**src/rtl/boot_rom_pkg.sv**
```systemverilog
// boot_rom_pkg: shared ROM geometry defaults and response-owner encoding
package boot_rom_pkg;
    localparam int ROM_WORDS_DEF = 548;
    localparam int ROM_AW_DEF = 10;
    typedef enum logic [1:0] {OWN_NONE, OWN_INSTR, OWN_DATA} owner_e;
endpackage

```
**src/rtl/boot_rom_rr_arb.sv**
```systemverilog
// boot_rom_rr_arb: 2-way grant logic, round-robin with BOOT_ROM_ARB_RR_EN else fixed instr-first
module boot_rom_rr_arb
    import boot_rom_pkg::*;
(
    input  logic CLK,
    input  logic RSTN,
    input  logic instr_req,
    input  logic data_req,
    output logic instr_gnt,
    output logic data_gnt
);
`ifdef BOOT_ROM_ARB_RR_EN
    owner_e ptr;
    always_ff @(posedge CLK) begin
        if (!RSTN)
            ptr <= OWN_INSTR;
        else if (instr_req && data_req)
            ptr <= (ptr == OWN_INSTR) ? OWN_DATA : OWN_INSTR;
    end
    always_comb begin
        instr_gnt = RSTN && instr_req && !(data_req && ptr == OWN_DATA);
        data_gnt = RSTN && data_req && !(instr_req && ptr != OWN_DATA);
    end
`else
    logic unused_clk;
    assign unused_clk = CLK;
    always_comb begin
        instr_gnt = RSTN && instr_req;
        data_gnt = RSTN && data_req && !instr_req;
    end
`endif
endmodule

```
**src/rtl/boot_rom_arbiter.sv**
```systemverilog
// boot_rom_arbiter: shares one boot ROM between instr/data ports, 1-cycle response; BOOT_ROM_ARB_RR_EN selects round-robin
module boot_rom_arbiter
    import boot_rom_pkg::*;
#(
    parameter int ROM_WORDS = ROM_WORDS_DEF,
    parameter int ROM_AW = ROM_AW_DEF
) (
    input  logic              CLK,
    input  logic              RSTN,
    input  logic              instr_req_i,
    input  logic [31:0]       instr_addr_i,
    output logic              instr_gnt_o,
    output logic              instr_rvalid_o,
    output logic [31:0]       instr_rdata_o,
    output logic              instr_err_o,
    input  logic              data_req_i,
    input  logic [31:0]       data_addr_i,
    output logic              data_gnt_o,
    output logic              data_rvalid_o,
    output logic [31:0]       data_rdata_o,
    output logic              data_err_o,
    output logic              rom_csn_o,
    output logic [ROM_AW-1:0] rom_a_o,
    input  logic [31:0]       rom_q_i
);
    logic instr_gnt, data_gnt, gnt, hit, err_q, ivld, dvld;
    logic [ROM_AW-1:0] idx, a_q;
    owner_e owner_q;
    logic unused_addr;
    assign unused_addr = ^{instr_addr_i[31:ROM_AW+2], instr_addr_i[1:0],
                           data_addr_i[31:ROM_AW+2], data_addr_i[1:0]};
    boot_rom_rr_arb u_arb (
        .CLK       (CLK),
        .RSTN      (RSTN),
        .instr_req (instr_req_i),
        .data_req  (data_req_i),
        .instr_gnt (instr_gnt),
        .data_gnt  (data_gnt)
    );
    always_comb begin
        gnt = instr_gnt || data_gnt;
        idx = instr_gnt ? instr_addr_i[ROM_AW+1:2] : data_addr_i[ROM_AW+1:2];
        hit = gnt && (32'(idx) < ROM_WORDS);
        ivld = RSTN && owner_q == OWN_INSTR;
        dvld = RSTN && owner_q == OWN_DATA;
    end
    always_comb begin
        instr_gnt_o = instr_gnt;
        data_gnt_o = data_gnt;
        rom_csn_o = !hit;
        rom_a_o = hit ? idx : a_q;
        instr_rvalid_o = ivld;
        data_rvalid_o = dvld;
        instr_err_o = ivld && err_q;
        data_err_o = dvld && err_q;
        instr_rdata_o = (ivld && !err_q) ? rom_q_i : '0;
        data_rdata_o = (dvld && !err_q) ? rom_q_i : '0;
    end
    always_ff @(posedge CLK) begin
        if (!RSTN) begin
            owner_q <= OWN_NONE;
            err_q <= 1'b0;
            a_q <= '0;
        end else begin
            owner_q <= instr_gnt ? OWN_INSTR : data_gnt ? OWN_DATA : OWN_NONE;
            err_q <= gnt && !hit;
            if (hit)
                a_q <= idx;
        end
    end
endmodule

```
**config.mk**
```make
export PLATFORM = sky130hd
export DESIGN_NAME = boot_rom_arbiter
export DESIGN_NICKNAME = d
export VERILOG_FILES = /design/src/rtl/boot_rom_pkg.sv /design/src/rtl/boot_rom_rr_arb.sv /design/src/rtl/boot_rom_arbiter.sv
export SDC_FILE = /design/constraint.sdc
export NUM_CORES = 1
export LEC_CHECK = 0
export BUFFER_PORTS_ARGS = -buffer_cell sky130_fd_sc_hd__buf_2
export CORE_AREA = 2 2 84 54
export CTS_CLUSTER_SIZE = 28
export DETAILED_ROUTE_END_ITERATION = 12
export DIE_AREA = 0 0 86 56
export PLACE_DENSITY = 0.81
export SLEW_MARGIN = 20
export SYNTH_ARGS = -nofsm -noshare
export SYNTH_HDL_FRONTEND = slang
export SYNTH_SLANG_ARGS = --single-unit
```
**constraint.sdc**
```tcl
create_clock -name CLK -period 3.7 [get_ports CLK]
set_input_delay 0.37 -clock CLK [delete_from_list [all_inputs] [get_ports CLK]]
set_output_delay 0.37 -clock CLK [all_outputs]
set_load 0.05 [all_outputs]
```
; Word level (Yosys, flattened, before mapping)
; Index checks and enable logic that the tools add are counted.
; Widths: inputs -> output; s select.
[word_totals]
wordCells = 30
register_bits = 13
latch_bits = 0
mem_bits_ro = 0
input_bits = 100
memories = 0
output_inout_bits = 81
ram_bits = 0
[op_classes]
bitwise = 1
addsub = 0
n_eq_ne = 2
multipliers = 0
order_cmp = 1
mux = 6
n_shift = 0
div = 0
n_reduce_logical = 16
[ops]
columns = op, n
row1 = $mux 32, 2
row2 = $mux 10, 2
row3 = $logic_and 1x1->1, 11
row4 = $lt 10x10->1 const B, 1
row5 = $logic_not 1->1, 3
row6 = $eq 2x1->1 const B, 1
row7 = $eq 2x2->1 const B, 1
row8 = $mux 2, 1
row9 = $reduce_or 2->1, 1
row10 = $logic_or 1x1->1, 1
row11 = $mux 1, 1
row12 = $not 1->1, 1

; Longest topological paths before layout
; Gate-level depths: netlist (run 1).
[logic_depth]
depth_word = 6
ltp_mapped = 8
depth_no_buf = 6

; By module
; A second synthesis (run 1) with hierarchy kept.
[unflattened]
hier_cells = 164
area_unflattened_um2 = 1271.2
[by_module_without_submodules]
columns = module, instances, seq_area_each_um2, cells_each, area_per_inst_um2
row1 = boot_rom_arbiter, 1, 260.2, 162, 1255.0
row2 = boot_rom_rr_arb, 1, 0.0, 2, 16.3

; Least setup slack after synthesis (run 1)
; No wires, ideal clock.
[synth_timing]
kind = in2out
startpoint = in RSTN
endpoint = out data_rdata_o[10]
t_required_ns = 3.330
path_slack_ns = 0.552
t_arrival_ns = 2.778
stages = 6
path_buffers = 2
cell_sequence = buf_4 inv_1 nor3b_1 and2b_1 clkbuf_2 and2_1
[synth_via]
elab_chain_cells = 3
[synth_lines]
columns = item, line
row1 = start: declaration, boot_rom_arbiter.sv:9  ; input logic RSTN,
row2 = $logic_and 1x1->1, boot_rom_arbiter.sv:45  ; dvld = RSTN && owner_q == OWN_DATA;
row3 = via data_rvalid_o, boot_rom_arbiter.sv:19  ; output logic data_rvalid_o,
row4 = $logic_and 1x1->1, boot_rom_arbiter.sv:57  ; data_rdata_o = (dvld && !err_q) ? rom_q_i : '0;
row5 = $mux 32, boot_rom_arbiter.sv:57
row6 = end: declaration, boot_rom_arbiter.sv:20  ; output logic [31:0] data_rdata_o,
; The timed path passes the listed nets, and every way through them passes these cells.

; Final worst setup path (run 1)
[layout_timing]
startpoint = in RSTN
endpoint = out data_rdata_o[0]
[layout_via]
elab_chain_cells = 3
[layout_lines]
columns = item, line
row1 = $logic_and 1x1->1, boot_rom_arbiter.sv:45
row2 = $logic_and 1x1->1, boot_rom_arbiter.sv:57
row3 = $mux 32, boot_rom_arbiter.sv:57
; Every way passes these cells.

==> Implementation_results.wiki, run 1 <==
{| class="wikitable"
! Metric !! Value
|-
| P per Cell Area || 255 nW/um^2
|-
| Result of the run || finished, final reports clean
|-
| Clock tree sinks || 13
|-
| Number of design rule violations left after detail routing || 0
|-
| Cell area reported after detailed placement || 1990 sq um
|-
| Number of enable-type register cells in the synthesized netlist || 0
|-
| Clock transition at path regs || 0.05 ns
|-
| Maximum number of pins on one net before global-route repair || 33
|-
| Syn_area_per_cell || just under 8 sq um
|-
| Setup CP Type || in2out
|-
| Chain of cells forming the critical path || buf_2, inv_1, nor3b_1, and2b_1, and2_1, buf_2
|-
| Total clock buffers created by CTS || 3
|-
| Number of nets with antenna violations after detailed routing || 0
|-
| Yosys warning count || 0
|-
| Cell variety after synth || 41
|-
| Worst slew margin relative to its limit || 0.532
|-
| Via count || 1599
|-
| Final setup TNS || 0 ns
|-
| DIE AREA || 4820 sq um
|-
| Flip-flop and latch count after synthesis || 13
|-
| Achievable frequency || 0.366 GHz
|-
| Fin nets || about 400
|-
| Transition time at the pin with the least slew margin || 0.701 ns
|-
| Post-route insts no fill || about 350
|-
| Worst setup slack before clock tree synthesis || 0.965 ns
|-
| Worst setup margin || 0.969 ns
|-
| Post-route clock skew || 0 ns
|-
| Post-route worst hold slack || 0.443 ns
|-
| GRT Overall Usage || 0.165
|-
| Share of flip-flops with an asynchronous set or reset after synthesis || 0
|-
| CP peak stage delay || 0.64 ns
|-
| Initial core utilization || 0.323
|-
| Cts repair resizes || 0
|-
| Site row count || 18
|-
| Number of buffers inserted by hold repair at cts || 0
|-
| Synth cell count leaders || and2_1 (67), dfxtp_1 (13), nand2_1 (8)
|-
| Library cell occupying the most area in the post-synthesis netlist || and2_1
|-
| Root buf cell || clkbuf_8
|-
| Count of final hold-check violations || 0
|-
| Detailed Route WL || 4.19 mm
|-
| Area of the multi-input gates || 962 sq um
|-
| First-pass DRT Iterations || 4
|-
| Placer Congestion || 0.896
|-
| Htree depth || 1
|-
| Crit path top cell by count || buf_2
|-
| Initial antenna violation count || 0
|-
| Clock latency reported for the late side of the worst-skew pair || 0.24 ns
|-
| Data arrival time of the critical path || between 2 and 2.5 ns
|-
| Leakage power of the design || 1.30 nW
|-
| Number of cells after detailed placement || around 340
|-
| Setup repair bufs after CTS || 0
|-
| Syn-to-layout area delta || 57.9%
|-
| Final design area excluding fillers || 2030 sq um
|-
| Nets in the synthesized netlist || 267
|-
| Port bufs || 136
|-
| Portion of synthesized cell area occupied by the leading cell type || 0.326
|-
| Post-route minimum period || roughly 2.7 ns
|-
| Worst IR drop on VDD || 0.222 mV
|-
| Sort of element at the start of the critical path || input pin
|-
| Cell with the largest stage delay on the worst path || and2b_1
|-
| Global route total overflow || 0
|-
| FILL cells || 390
|-
| Core outline area || 3990 sq um
|-
| Sequential share of the synthesized area || 0.202
|-
| CP Max Fanout || 32
|-
| Global-route wire length before repair || between 6 and 7 mm
|-
| Via count of the first global-routing pass || 1399
|-
| Main area contributors after synthesis || and2_1 (33%), dfxtp_1 (20%), o211a_1 (5.4%), mux2_2 (5.2%), o21a_1 (3.5%)
|-
| Predominant post-synthesis flop cell || dfxtp_1
|-
| Dpl hpwl || 3.50 mm
|-
| Summed instance area of the synthesized netlist || 1290 sq um
|-
| Count of endpoints failing setup in the final report || 0
|-
| Die extent in y || between 50 and 60 um
|-
| Leading cell type by number of instances after synthesis || and2_1
|-
| RSZ-0062 raised after global routing || false
|-
| Starting DRC count in detailed routing || slightly above 50
|-
| Max-cap violations || 0
|-
| Die Wd || 86 um
|-
| Synthesized instance count || 167
|-
| Final worst path period share || 0.738
|-
| Ant. Diodes || 0
|-
| Number of buffers on the longest clock path || 2
|-
| Endpoint type of the worst setup path || output port
|-
| Clock tree from TritonCTS || built
|-
| Worst min-delay path class || in2reg
|-
| Critical path required time || 3.33 ns
|-
| Number of pins exceeding their max-slew limit in the final report || 0
|-
| Average detailed-routed wire length per instance || between 10 and 15 um
|-
| Sequential cell area in the final layout || 260 sq um
|-
| Post-DR vias/cell || around 4.6
|-
| Number of I/O pins || 181
|-
| Share of layout cells above drive strength 1 || 0.520
|}
-- cell families (layout without fill, tap and decap cells) --
| kind of cell | Yosys count | count (layout) | share of synthesized area |
|---|---|---|---|
| AOI/OAI and AO/OA | 33 | 33 | 0.208 |
| buffers and inverters | 14 | 145 | 0.0544 |
| DFF | 13 | 13 | 0.202 |
| muxes | 8 | 8 | 0.0709 |
| and+or+nand+nor | 99 | 99 | 0.465 |
-- layout by cell type, fill, tap and decap left out, drive strengths merged, types with 2 or more instances in the layout --
| cell | count |
|---|---|
| nand2 | 10 |
| nand3 | 3 |
| or3 | 2 |
| inv | 4 |
| a21o | 5 |
| nor2 | 7 |
| and2 | 67 |
| o21ai | 4 |
| buf | 137 |
| dfxtp | 13 |
| clkbuf | 4 |
| mux2i | 2 |
| nor3b | 2 |
| a21oi | 5 |
| o211a | 7 |
| o21a | 6 |
| mux2 | 6 |
| a211oi | 2 |
-- routing by layer --
metal / GRT usage / share of wire / vias to the layer above / wire [um]
li1: - / - / 819 / -
met1: 0.200 / 0.41 / 707 / 1730
met2: 0.300 / 0.50 / 73 / 2080
met3: 0.0401 / 0.089 / 0 / 372
met4: 0.0204 / 0 / 0 / 0
met5: 0 / 0 / - / 0
-- critical path, delay by kind of cell --
family,cells,cell delay [ns]
simple gates,3,1.21
buf+inv,3,0.78
-- per-stage QoR --
stage          utilization  power, mW
2_1_floorplan            -      0.327
3_3_place_gp         0.499      0.391
3_5_place_dp         0.499      0.395
4_1_cts              0.510      0.521
5_1_grt              0.510      0.546
6_report             0.510      0.518
-- where the power goes --
part           total [mW]  switching (mW)  internal [mW]  leakage [nW]
Combinational       0.240           0.164         0.0763          1.17
Clock               0.126          0.0501         0.0760        0.0228
Sequential          0.152         0.00330          0.149         0.107
-- flip-flops by register name (all words and copies together) (netlist names) --
name / flops
owner_q: 2
a_q: 10
err_q: 1
-- worst paths after layout --
kind / depth (start not counted) / end / start / slack, ns
worst max-delay path: 6 / data_rdata_o[0] / RSTN / 0.97
worst max register to register: 3 / a_q[6] / a_q[6] / 2.87
worst min-delay path: 3 / owner_q[1] / data_req_i / 0.44
worst min register to register: 2 / a_q[5] / a_q[5] / 0.48
-- cell type report --
cell class                 count  area share
clock buffer                   4      0.0222
inverter                       4     0.00738
multi-input combinational    140       0.473
sequential                    13       0.128
tap                           50      0.0308
timing repair buffer         137       0.338
No activity file was read; power rests on OpenSTA's default activity.
==> run 2: changes to the inputs <==
--- a/config.mk
+++ b/config.mk
@@ -6,11 +6,11 @@
 export NUM_CORES = 1
 export LEC_CHECK = 0
 export BUFFER_PORTS_ARGS = -buffer_cell sky130_fd_sc_hd__buf_2
-export CORE_AREA = 2 2 84 54
+export CORE_AREA = 2 2 87 55
 export CTS_CLUSTER_SIZE = 28
 export DETAILED_ROUTE_END_ITERATION = 12
-export DIE_AREA = 0 0 86 56
-export PLACE_DENSITY = 0.81
+export DIE_AREA = 0 0 89 57
+export PLACE_DENSITY = 0.77
 export SLEW_MARGIN = 20
 export SYNTH_ARGS = -nofsm -noshare
 export SYNTH_HDL_FRONTEND = slang
==> constraint.sdc (replaced) <==
create_clock -name CLK -period 2.7 [get_ports CLK]
set_input_delay 0.27 -clock CLK [delete_from_list [all_inputs] [get_ports CLK]]
set_output_delay 0.27 -clock CLK [all_outputs]
set_load 0.05 [all_outputs]
==> run 2 against run 1 <==
Compared with the run above:
- global-route usage is 2.0 points lower
- sequential power increased by 37%
- wire length shrank 2.1%
- final cell count grew 4.0%
- clock skew is the same
- via count decreased by 0.31%
- clock power increased by 35%
- critical path type unchanged
- largest cell class unchanged
==> Implementation_results.wiki, run 2 (synthesis gave the netlist of run 1 again) <==
{| class="wikitable"
! Metric !! Value
|-
| Max-cap violations || 0 (unchanged)
|-
| RSZ-0062 raised after global routing || false (unchanged)
|-
| Clock tree from TritonCTS || built (unchanged)
|-
| Cts repair resizes || 0 (unchanged)
|-
| Final setup TNS || 0 ns (unchanged)
|-
| Post-route minimum period || around 2.3 ns
|-
| Placer Congestion || 0.819 (was 0.896)
|-
| Fin nets || 400 (was 399)
|-
| Worst slew margin relative to its limit || 0.631 (was 0.532)
|-
| Global-route wire length before repair || 5.86 mm (was 6.53 mm)
|-
| Endpoint type of the worst setup path || output port (unchanged)
|-
| Leakage power of the design || 1.30 nW (about the same)
|-
| Final design area excluding fillers || 2060 sq um (was 2030 sq um)
|-
| Final worst path period share || 0.865
|-
| First-pass DRT Iterations || 5 (was 4)
|-
| Share of layout cells above drive strength 1 || 0.525 (was 0.520)
|-
| Die Wd || 89 um (was 86 um)
|-
| CP Max Fanout || 18 (was 32)
|-
| Core outline area || 4370 sq um (was 3990 sq um)
|-
| Post-route worst hold slack || 0.332 ns (was 0.443 ns)
|-
| GRT Overall Usage || 0.144 (was 0.165)
|-
| Highest-count cells in the layout ignoring fill and taps || buf_2 (136), and2_1 (67), dfxtp_1 (13), nand2_1 (8), o211a_1 (7) (unchanged)
|-
| Cell area reported after detailed placement || 2020 sq um (was 1990 sq um)
|-
| Chain of cells forming the critical path || buf_2, nand2_4, inv_2, mux2i_2, a21o_4, nand2_2, a21oi_1, buf_2 (was buf_2, inv_1, nor3b_1, and2b_1, and2_1, buf_2)
|-
| Die extent in y || 57 um (was 56 um)
|-
| Detailed Route WL || 4.10 mm (was 4.19 mm)
|-
| Hold Startpoint || data_req_i (unchanged)
|-
| Sort of element at the start of the critical path || input pin (unchanged)
|-
| Setup repair bufs after CTS || 0 (unchanged)
|-
| Maximum number of pins on one net before global-route repair || 33 (unchanged)
|-
| CP peak stage delay || 0.37 ns (was 0.64 ns)
|-
| Clock latency reported for the late side of the worst-skew pair || 0.24 ns (about the same)
|-
| Crit path top cell by count || buf_2 (unchanged)
|-
| Ant. Diodes || 0 (unchanged)
|-
| Port bufs || 136 (unchanged)
|-
| Number of pins exceeding their max-slew limit in the final report || 0 (unchanged)
|-
| Clock tree sinks || 13 (unchanged)
|-
| Dpl hpwl || 3.51 mm (was 3.50 mm)
|-
| Initial antenna violation count || 0 (unchanged)
|-
| Number of buffers inserted by hold repair at cts || 0 (unchanged)
|-
| Post-DR vias/cell || 4.40 (was 4.59)
|-
| Largest register FFs || 10 (unchanged)
|-
| Number of nets with antenna violations after detailed routing || 0 (unchanged)
|-
| Commonest non-fill, non-tap cell in the layout || buf_2 (unchanged)
|-
| Number of buffers on the longest clock path || 2 (unchanged)
|-
| Post-route insts no fill || 362 (was 348)
|-
| Count of endpoints failing setup in the final report || 0 (unchanged)
|-
| Htree depth || 1 (unchanged)
|-
| Via count || 1594 (was 1599)
|-
| Syn-to-layout area delta || 60.2% (was 57.9%)
|-
| Global route total overflow || 0 (unchanged)
|-
| Biggest register || a_q (unchanged)
|-
| Worst setup margin || 0.365 ns (was 0.969 ns)
|-
| Number of cells after detailed placement || 358 (was 344)
|-
| FILL cells || 484 (was 390)
|-
| Worst Setup SP || RSTN (unchanged)
|-
| Total clock buffers created by CTS || 3 (unchanged)
|-
| Worst setup slack before clock tree synthesis || 0.366 ns (was 0.965 ns)
|-
| Count of final hold-check violations || 0 (unchanged)
|-
| P per Cell Area || 343 nW/um^2 (was 255 nW/um^2)
|-
| Site row count || 19 (was 18)
|-
| Result of the run || finished, final reports clean (unchanged)
|-
| Leading registers by flop count || a_q x10, owner_q x2, err_q x1 (unchanged)
|-
| Initial core utilization || 0.294 (was 0.323)
|-
| Startpoint of the worst register-to-register path || a_q[6] (unchanged)
|-
| Data arrival time of the critical path || 2.07 ns (was 2.36 ns)
|-
| Post-route clock skew || 0 ns (unchanged)
|-
| Achievable frequency || 0.428 GHz
|-
| Worst min-delay path class || in2reg (unchanged)
|-
| Cell with the largest stage delay on the worst path || mux2i_2 (was and2b_1)
|-
| Total power || 0.708 mW (was 0.518 mW)
|-
| Transition time at the pin with the least slew margin || 0.548 ns (was 0.701 ns)
|-
| Number of design rule violations left after detail routing || 0 (unchanged)
|-
| Worst IR drop on VDD || 0.281 mV (was 0.222 mV)
|-
| Critical path required time || 2.43 ns (was 3.33 ns)
|-
| Root buf cell || clkbuf_8 (unchanged)
|-
| Number of I/O pins || 181 (unchanged)
|-
| Clock transition at path regs || 0.05 ns (about the same)
|-
| Starting DRC count in detailed routing || 45 (was 51)
|-
| Setup CP Type || in2out (unchanged)
|-
| Final standard cell utilization of the core || 0.471 (was 0.510)
|-
| Via count of the first global-routing pass || 1274 (was 1399)
|-
| Average detailed-routed wire length per instance || 11.3 um (was 12.0 um)
|-
| DIE AREA || 5070 sq um (was 4820 sq um)
|}
[run 2: routing by layer]
layer  vias to the layer above  GRT usage  share of wire
li1                        825          -              -
met1                       702      0.191           0.46
met2                        64      0.246           0.46
met3                         3     0.0362          0.083
met4                         0     0.0192         0.0020
met5                         -          0              0
[run 2: layout make-up]
| cell class | instances | area (sq um) | share of cell area |
|---|---|---|---|
| Sequential cell | 13 | 260 | 0.126 |
| Multi-Input combinational cell | 140 | 967 | 0.469 |
| Timing Repair Buffer | 138 | 696 | 0.337 |
| Clock buffer | 4 | 45.0 | 0.0218 |
| Inverter | 4 | 15.0 | 0.00728 |
| Tap cell | 63 | 78.8 | 0.0382 |
[run 2: final timing paths]
path | endpoint | slack (ns) | depth (start not counted)
min | owner_q[1] | 0.33 | 3
min reg2reg | a_q[5] | 0.48 | 2
max reg2reg | a_q[6] | 1.87 | 3
max | rom_a_o[5] | 0.36 | 8
[run 2: critical path, delay by kind of cell]
| family | cells | cell delay, ns |
|---|---|---|
| mux | 1 | 0.37 |
| simple gates | 2 | 0.34 |
| compound gates | 2 | 0.38 |
| buf+inv | 3 | 0.70 |
[run 2: power breakdown]
part	leakage (nW)	internal, mW	switching (mW)
registers	0.107	0.204	0.00420
logic	1.17	0.105	0.225
clock network	0.0228	0.104	0.0657
